===== config.mk =====
export PLATFORM = sky130hd
export DESIGN_NAME = uart_time_cmd_parser
export DESIGN_NICKNAME = d
export VERILOG_FILES = /design/src/rtl/uart_cmd_pkg.sv /design/src/rtl/uart_time_cmd_parser_ascii_digit_decode.sv /design/src/rtl/uart_time_cmd_parser.sv
export SDC_FILE = /design/constraint.sdc
export NUM_CORES = 1
export LEC_CHECK = 0
export ABC_AREA = 0
export CELL_PAD_IN_SITES_DETAIL_PLACEMENT = 0
export CELL_PAD_IN_SITES_GLOBAL_PLACEMENT = 1
export CORE_MARGIN = 2
export CORE_UTILIZATION = 46
export DETAILED_ROUTE_END_ITERATION = 10
export GPL_TIMING_DRIVEN = 0
export PLACE_DENSITY_LB_ADDON = 0.08
export SYNTH_ARGS = -nofsm -noshare
export SYNTH_HDL_FRONTEND = slang
export SYNTH_SLANG_ARGS = --single-unit

===== constraint.sdc =====
create_clock -name clk -period 4.7 [get_ports clk]
set_input_delay 0.94 -clock clk [delete_from_list [all_inputs] [get_ports clk]]
set_output_delay 0.94 -clock clk [all_outputs]
set_load 0.02 [all_outputs]

===== src/rtl/uart_cmd_pkg.sv =====
// Shared constants, state encoding and range helper for the UART time-command parser.
// Imported by uart_time_cmd_parser and ascii_digit_decode.
package uart_cmd_pkg;

  localparam logic [7:0] CH_T  = 8'h54;
  localparam logic [7:0] CH_A  = 8'h41;
  localparam logic [7:0] CH_CR = 8'h0D;
  localparam logic [7:0] CH_0  = 8'h30;
  localparam logic [7:0] CH_9  = 8'h39;

  localparam logic [3:0] H1_MAX       = 4'd2;
  localparam logic [3:0] H0_MAX_AT_20 = 4'd3;
  localparam logic [3:0] MS1_MAX      = 4'd5;

  localparam logic [2:0] LAST_IDX = 3'd5;

  typedef enum logic [2:0] {
    IDLE,
    DIGITS,
    WAIT_TERM,
    DONE,
    ERR
  } state_e;

  typedef enum logic {
    CMD_TIME,
    CMD_ALARM
  } cmd_e;

  typedef struct packed {
    logic [7:0] hours;
    logic [7:0] minutes;
    logic [7:0] seconds;
  } bcd_time_t;

  // Units digits are 0-9 by construction, so only tens digits need limits.
  function automatic logic time_in_range(input logic [3:0] h1, input logic [3:0] h0,
                                         input logic [3:0] m1, input logic [3:0] s1);
    logic hours_ok;
    hours_ok = (h1 < H1_MAX) || ((h1 == H1_MAX) && (h0 <= H0_MAX_AT_20));
    return hours_ok && (m1 <= MS1_MAX) && (s1 <= MS1_MAX);
  endfunction

endpackage


===== src/rtl/uart_time_cmd_parser_ascii_digit_decode.sv =====
// Combinational ASCII decimal-digit decoder: byte -> {is_digit, value}.
module ascii_digit_decode
  import uart_cmd_pkg::*;
(
  input  logic [7:0] bite,
  output logic       is_digit,
  output logic [3:0] value
);

  always_comb begin
    is_digit = (bite >= CH_0) && (bite <= CH_9);
    // Only meaningful when is_digit is set.
    value    = 4'(bite - CH_0);
  end

endmodule


===== src/rtl/uart_time_cmd_parser.sv =====
// Parses 'T' HHMMSS CR commands from the UART byte stream into BCD time with a set strobe.
// Optional macro ALARM_CMD_EN adds 'A' HHMMSS CR alarm commands and the alarm ports.
module uart_time_cmd_parser
  import uart_cmd_pkg::*;
#(
  parameter  int TIMEOUT_CYCLES = 1000000,
  localparam int TW             = $clog2(TIMEOUT_CYCLES)
) (
  input  logic       clk,
  input  logic       reset,
  input  logic [7:0] bite,
  input  logic       use_byte,
  output logic [7:0] hours,
  output logic [7:0] minutes,
  output logic [7:0] seconds,
  output logic       set_time,
  output logic       cmd_error,
  output logic       busy
`ifdef ALARM_CMD_EN
  ,
  output logic [7:0] al_hours,
  output logic [7:0] al_minutes,
  output logic [7:0] al_seconds,
  output logic       set_alarm
`endif
);

  state_e          state_q,     state_d;
  logic [2:0]      idx_q,       idx_d;
  logic [5:0][3:0] shadow_q,    shadow_d;
  logic [TW-1:0]   timeout_q,   timeout_d;
  bcd_time_t       time_q,      time_d;
  logic            set_time_q,  set_time_d;
  logic            cmd_error_q, cmd_error_d;
  logic            busy_q,      busy_d;
`ifdef ALARM_CMD_EN
  cmd_e            cmd_q,       cmd_d;
  bcd_time_t       alarm_q,     alarm_d;
  logic            set_alarm_q, set_alarm_d;
`endif

  logic       is_digit;
  logic [3:0] digit_val;
  logic       is_start;
  logic       range_ok;
  bcd_time_t  shadow_time;

  ascii_digit_decode u_digit_decode (
    .bite     (bite),
    .is_digit (is_digit),
    .value    (digit_val)
  );

`ifdef ALARM_CMD_EN
  assign is_start = (bite == CH_T) || (bite == CH_A);
`else
  assign is_start = (bite == CH_T);
`endif

  assign range_ok    = time_in_range(shadow_q[0], shadow_q[1], shadow_q[2], shadow_q[4]);
  assign shadow_time = '{hours:   {shadow_q[0], shadow_q[1]},
                         minutes: {shadow_q[2], shadow_q[3]},
                         seconds: {shadow_q[4], shadow_q[5]}};

  always_comb begin
    // NOTE: every _d gets a default before the case so no path leaves it unassigned (no latches).
    state_d     = state_q;
    idx_d       = idx_q;
    shadow_d    = shadow_q;
    timeout_d   = timeout_q;
    time_d      = time_q;
    set_time_d  = 1'b0;
    cmd_error_d = 1'b0;
`ifdef ALARM_CMD_EN
    cmd_d       = cmd_q;
    alarm_d     = alarm_q;
    set_alarm_d = 1'b0;
`endif

    case (state_q)
      DIGITS, WAIT_TERM: begin
        timeout_d = timeout_q + 1'b1;
        if (use_byte) begin
          timeout_d = '0;
          if (is_start) begin
            state_d = DIGITS;
            idx_d   = '0;
`ifdef ALARM_CMD_EN
            cmd_d   = (bite == CH_A) ? CMD_ALARM : CMD_TIME;
`endif
          end else if ((state_q == DIGITS) && is_digit) begin
            shadow_d[idx_q] = digit_val;
            if (idx_q == LAST_IDX) state_d = WAIT_TERM;
            else                   idx_d   = idx_q + 3'd1;
          end else if ((state_q == WAIT_TERM) && (bite == CH_CR) && range_ok) begin
            // Results are registered on the CR edge so they appear together with the strobe.
            state_d = DONE;
`ifdef ALARM_CMD_EN
            if (cmd_q == CMD_ALARM) begin
              alarm_d     = shadow_time;
              set_alarm_d = 1'b1;
            end else
`endif
            begin
              time_d     = shadow_time;
              set_time_d = 1'b1;
            end
          end else begin
            state_d     = ERR;
            cmd_error_d = 1'b1;
          end
        end else if (timeout_q == TW'(TIMEOUT_CYCLES - 2)) begin
          // The count would reach TIMEOUT_CYCLES-1 on this edge with no byte seen.
          state_d     = ERR;
          cmd_error_d = 1'b1;
        end
      end

      default: begin
        // IDLE, and the single-cycle DONE/ERR states, all treat a new byte as IDLE would.
        state_d   = IDLE;
        timeout_d = '0;
        if (use_byte && is_start) begin
          state_d = DIGITS;
          idx_d   = '0;
`ifdef ALARM_CMD_EN
          cmd_d   = (bite == CH_A) ? CMD_ALARM : CMD_TIME;
`endif
        end
      end
    endcase

    busy_d = (state_d != IDLE);
  end

  always_ff @(posedge clk) begin
    if (reset) begin
      state_q     <= IDLE;
      idx_q       <= '0;
      // NOTE: the shadow digits are reset too, so an aborted command leaves nothing behind.
      shadow_q    <= '0;
      timeout_q   <= '0;
      time_q      <= '0;
      set_time_q  <= 1'b0;
      cmd_error_q <= 1'b0;
      busy_q      <= 1'b0;
`ifdef ALARM_CMD_EN
      cmd_q       <= CMD_TIME;
      alarm_q     <= '0;
      set_alarm_q <= 1'b0;
`endif
    end else begin
      // NOTE: non-blocking assignments keep every flop sampling pre-edge values.
      state_q     <= state_d;
      idx_q       <= idx_d;
      shadow_q    <= shadow_d;
      timeout_q   <= timeout_d;
      time_q      <= time_d;
      set_time_q  <= set_time_d;
      cmd_error_q <= cmd_error_d;
      busy_q      <= busy_d;
`ifdef ALARM_CMD_EN
      cmd_q       <= cmd_d;
      alarm_q     <= alarm_d;
      set_alarm_q <= set_alarm_d;
`endif
    end
  end

  assign hours     = time_q.hours;
  assign minutes   = time_q.minutes;
  assign seconds   = time_q.seconds;
  assign set_time  = set_time_q;
  assign cmd_error = cmd_error_q;
  assign busy      = busy_q;
`ifdef ALARM_CMD_EN
  assign al_hours   = alarm_q.hours;
  assign al_minutes = alarm_q.minutes;
  assign al_seconds = alarm_q.seconds;
  assign set_alarm  = set_alarm_q;
`endif

endmodule


# Word-level counts from Yosys, hierarchy flattened
# Index checks and enable logic that the tools add are counted.
dict set report classes {
  addsub 3
  mul 0
  div_mod_pow 0
  order_cmp 8
  n_eq_ne 10
  shifts 0
  n_mux 23
  bitwise 4
  reduce_logical 19
}
# cell count
set op_table {}
lappend op_table {{$mux W3} 13}
lappend op_table {{$bwmux W24} 1}
lappend op_table {{$add A20 B1 Y20 const B} 1}
lappend op_table {{$eq A20 B20 Y1 const B} 1}
lappend op_table {{$demux W4 S3} 1}
lappend op_table {{$logic_and A1 B1 Y1} 9}
lappend op_table {{$eq A8 B4 Y1 const B} 1}
lappend op_table {{$eq A8 B7 Y1 const B} 1}
lappend op_table {{$ge A8 B6 Y1 const B} 1}
lappend op_table {{$le A4 B3 Y1 const B} 2}
lappend op_table {{$le A8 B6 Y1 const B} 1}
lappend op_table {{$reduce_and A4 Y1} 2}
lappend op_table {{$mux W1} 7}
lappend op_table {{$ne A3 B3 Y1 const B} 2}
lappend op_table {{$reduce_and A5 Y1} 1}
lappend op_table {{$reduce_or A5 Y1} 1}
lappend op_table {{$eq A4 B2 Y1 const B} 1}
lappend op_table {{$le A4 B2 Y1 const B} 1}
lappend op_table {{$lt A3 B4 Y1 const B} 1}
lappend op_table {{$lt A4 B2 Y1 const B} 1}
lappend op_table {{$mux W4} 1}
lappend op_table {{$not A1 Y1} 4}
lappend op_table {{$reduce_or A2 Y1} 2}
lappend op_table {{$sub A4 B1 Y4 const B} 1}
lappend op_table {{10 further kinds} 10}
dict set report word_totals {
  reg_bits 77
  latchBits 0
  ramBits 0
  rom_bits 0
  input_bits 11
  out_inout_bits 27
  elab_cells 82
  mem_count 0
}

# Longest topological paths before layout
dict set report logic_depth {
  depth_word 12
  ltp_mapped 8
  ltp_nobuf 7
}

# Cells and area by module
# Synthesis repeated with hierarchy kept, for this count alone.
dict set report unflattened {
  hier_cells 339
  hier_area_um2 3235.6
}
# module n_inst cells_each area_each_um2 seq_area_each_um2
set modules_own_cells {}
lappend modules_own_cells {uart_time_cmd_parser 1 332 3173.0 1541.5}
lappend modules_own_cells {ascii_digit_decode 1 7 62.6 0.0}

# Worst setup path before layout
# OpenSTA, ideal clock, no wires.
dict set report synth_path {
  path_kind {input -> register}
  start {input port bite[1]}
  end {register shadow_q[15] (netlist name)}
  arrival_ps 2385
  required_ps 4572
  setup_slack_ps 2187
  stages 7
  cell_sequence {buf_6 or4b_4 o21ai_4 or4_1 buf_6 mux2i_1 nor2_1}
}
dict set report synth_between {
  elab_chain_cells 4
  elab_cells_between_ends 9
}
# element line
set synth_rtl {}
lappend synth_rtl {{from (decl)} uart_time_cmd_parser.sv:11} ;# input logic [7:0] bite,
lappend synth_rtl {{$ge A8 B6 Y1 / $le A8 B6 Y1 (equally long branches)} uart_time_cmd_parser_ascii_digit_decode.sv:11} ;# is_digit = (bite >= CH_0) && (bite <= CH_9);
lappend synth_rtl {{$logic_and A1 B1 Y1} uart_time_cmd_parser_ascii_digit_decode.sv:11}
lappend synth_rtl {{$logic_and A1 B1 Y1} uart_time_cmd_parser.sv:91} ;# end else if ((state_q == DIGITS) && is_digit) begin
lappend synth_rtl {{$reduce_and A4 Y1 (no line)} n/a}
lappend synth_rtl {{to (signal assigned)} uart_time_cmd_parser.sv:156} ;# shadow_q <= shadow_d;
lappend synth_rtl {{to (decl)} uart_time_cmd_parser.sv:30} ;# logic [5:0][3:0] shadow_q, shadow_d;
# Parallel ways exist; a longest one is shown, timed or not.
# A chain may end at the register's enable or synchronous reset.

# Worst setup path after layout
dict set report layout_path {
  start {input port bite[0]}
  end {register shadow_q[13] (netlist name)}
}
# The elaborated chain is that of the path after synthesis.

==> impl_metrics.ini <==
[clock_tree]
clk_path_buf_depth = 2
cts_max_level = 3
cts_hold_buf = 0
insertion_delay_ns = 0.35
clkTransAtPathRegs_ns = 0.09
cts-root-buf = clkbuf_8
cts_tree = done
numCtsBuffers = 9
clkSinkCount = 77
post_cts_resized = 0
post_cts_buffers = 0

[global_route]
grt-ovfl-total = 0
grt_pass1_vias = 2345
grt_pass1_wl_mm = 11.0
antenna_found_initial = 0
grt_max_degree = 15
grt_usage = 0.184

[min_path]
min_path_type = reg -> reg

[sta]
finalSetupTns_ns = 0
fin_skew_ns = 0.0143
slew_viol_final = 0
finalSetupViolCount = 0
holdWs_ns = 0.459
hold_viol = 0
rsz0062_at_grt = no
fmax_mhz = 353
min_period_ns = 2.83
relSlewSlack = 0.648
finalCritPeriodShare = 0.602
worstMarginPinSlew_ns = 0.526

[setup_path]
cp_top_family = simple AND/OR/NAND/NOR gates
timing.rr.start = state_q[2]
worst-endpoint-arrival_ns = 3.06
critPathSlowestCell = or4bb_4
max_stage_delay_ns = 0.64
endpoint_kind = flop
r2r_slack_ns = 2.69
path_cells = clkdlybuf4s50_1 > or4bb_4 > o21ai_4 > or4_1 > buf_6 > mux2i_1 > nor2_1
startpoint = bite[0]
cp_max_fo = 8
critical_path_depth = 7
reg2reg_depth = 7
cp_num_buf_inv = 2
required_ns = 4.93
startpoint_type = input pin
critical_path_class = in -> reg
r2r-end = seconds[1]
crit_end = shadow_q[13]

[floorplanning]
rows = 30
dieArea_sq_um = 7770
core_area_sq_um = 6830
die_height_um = 88.1
ioPinCount = 38
initial_core_util = 0.477
die_w_um = 88.1

[yosys]
synthFlopType = dfxtp_1
yosysSeqAreaShare = 0.473
synth_edf_count = 0
synth_top_area_frac = 0.473
synth.most_common_cell = dfxtp_1
postSynth.asyncResetShare = 0
ys_warn_count = 0
synth_fp_nets = 354
synthDistinctLibCells = 44
syn_inst = 339
yosys.area.top_type = dfxtp_1
ys_ff_latch = 77
synth_area_sq_um = 3260
synthTopCellsByArea = dfxtp_1 47%, mux2i_1 14%, nor2_1 8.6%
yosys-top-cells-count = 77 x dfxtp_1, 75 x nor2_1, 45 x mux2i_1, 15 x nand2_1, 14 x nand3_1
avgSynthCellArea_sq_um = 9.60

[route]
wl_mm = 6.48
drcViolationCount = 0
via_per_inst = 5.01
dr.first_iter.drc_count = 104
m1WireLength_mm = 3.07
wl_met3_um = 241
met2RoutedLength_mm = 3.07
dr.pass1.iters = 4
ant_nets = 0
routed.top_layer = met4
vias = 2429
wl_per_cell_um = 13.4

[place]
port_buffers = 34
globalplace.congestion = 0.815
dp_hpwl_mm = 4.83

[power]
p_per_area_nw_per_um2 = 298
max-vdd-ir-drop_uv = 152
p_leak_nw = 1.41

[cells_and_area]
drive_above_1_share = 0.0874
syn2layout_area_growth_pct = 20.1
final_net_count = 399
diodes = 0

[job]
cap_violations = 0

[run_status]
outcome = complete, no violations
registers in the layout, indices dropped and copies added (netlist names):
name and flops:
minutes 8, idx_q 3, set_time 1, busy 1, hours 8, seconds 8, shadow_q 24, timeout_q 20
state_q 3, cmd_error 1
layer usage:
layer,track usage,vias to the layer above
met4,0.0702,0
met5,0,-
met1,0.225,1124
met2,0.317,38
met3,0.0415,9
li1,-,1258
where the power goes:
part | leakage [nW] | switching (mW) | total [mW] | internal [mW]
logic | 0.694 | 0.0221 | 0.0353 | 0.0132
registers | 0.620 | 0.0000261 | 0.652 | 0.652
clock network | 0.0926 | 0.251 | 0.476 | 0.225
how the worst min path moves through the flow:
stage	start	endpoint	slack, ns	cells past startpoint
6_report	hours[6]	hours[6]	0.46	1
5_1_grt	seconds[7]	seconds[7]	0.47	1
4_1_cts	seconds[7]	seconds[7]	0.47	1
3_5_place_dp	seconds[7]	seconds[7]	0.44	1
3_3_place_gp	timeout_q[0]	timeout_q[0]	0.44	1
2_1_floorplan	timeout_q[0]	timeout_q[0]	0.43	1
worst reg2reg max path, cell delays in order, from the launching register on:
cell and delay (ns):
dfxtp_1 0.37, and4bb_1 0.26, and3_1 0.18, clkbuf_1 0.19, nor4_4 0.40, buf_6 0.22
mux2i_1 0.20, nor2_1 0.06
layout by cell type (no fill, tap or decap), types with 2 or more instances in the layout:
cell,n
or4_1,4
ha_1,4
o21ai_0,6
a21oi_1,6
clkdlybuf4s50_1,34
inv_6,2
nor4_1,7
clkinvlp_4,2
mux2i_1,45
nor2b_1,2
or3_1,5
nand4_1,5
nor4_4,3
clkbuf_1,7
inv_1,7
nor3b_1,2
nand2_1,15
or2_2,2
buf_6,6
dfxtp_1,77
nand3_1,14
and2_1,4
buf_2,2
and3_1,3
clkbuf_8,11
nor2_1,75
nor3_1,3
xnor2_1,8
xor2_1,8
through the flow:
| stage | util | setup slack, ns | cells | cell area (sq um) | total power [mW] |
|---|---|---|---|---|---|
| finish | 0.572 | 1.87 | 485 | 3910 | 1.16 |
| global route | 0.572 | 1.76 | 485 | 3910 | 1.21 |
| CTS | 0.572 | 1.86 | 485 | 3910 | 1.18 |
| detailed placement | 0.544 | 1.48 | 469 | 3720 | 0.703 |
| global placement | 0.544 | 1.52 | 469 | 3720 | 0.703 |
| floorplan | - | 2.19 | 339 | 3260 | 0.687 |
cell type report:
type,count,area (sq um)
inverters,7,26.3
plain buffers,17,119
clock inverters,5,41.3
well taps,96,120
fillers,681,2920
repair buffers,34,340
flip-flops and latches,77,1540
clock buffers,11,151
multi-input cells,238,1570
cells by family after synthesis:
group,Yosys count,share of synthesized area
muxes,45,0.138
DFF,77,0.473
xor gates and xnor gates,16,0.0430
AOI/OAI and AO/OA,22,0.0442
and+or+nand+nor,151,0.241
buffers and inverters,24,0.0446
adders and majority gates,4,0.0154
Note: power is estimated with default switching activity, not from simulation.
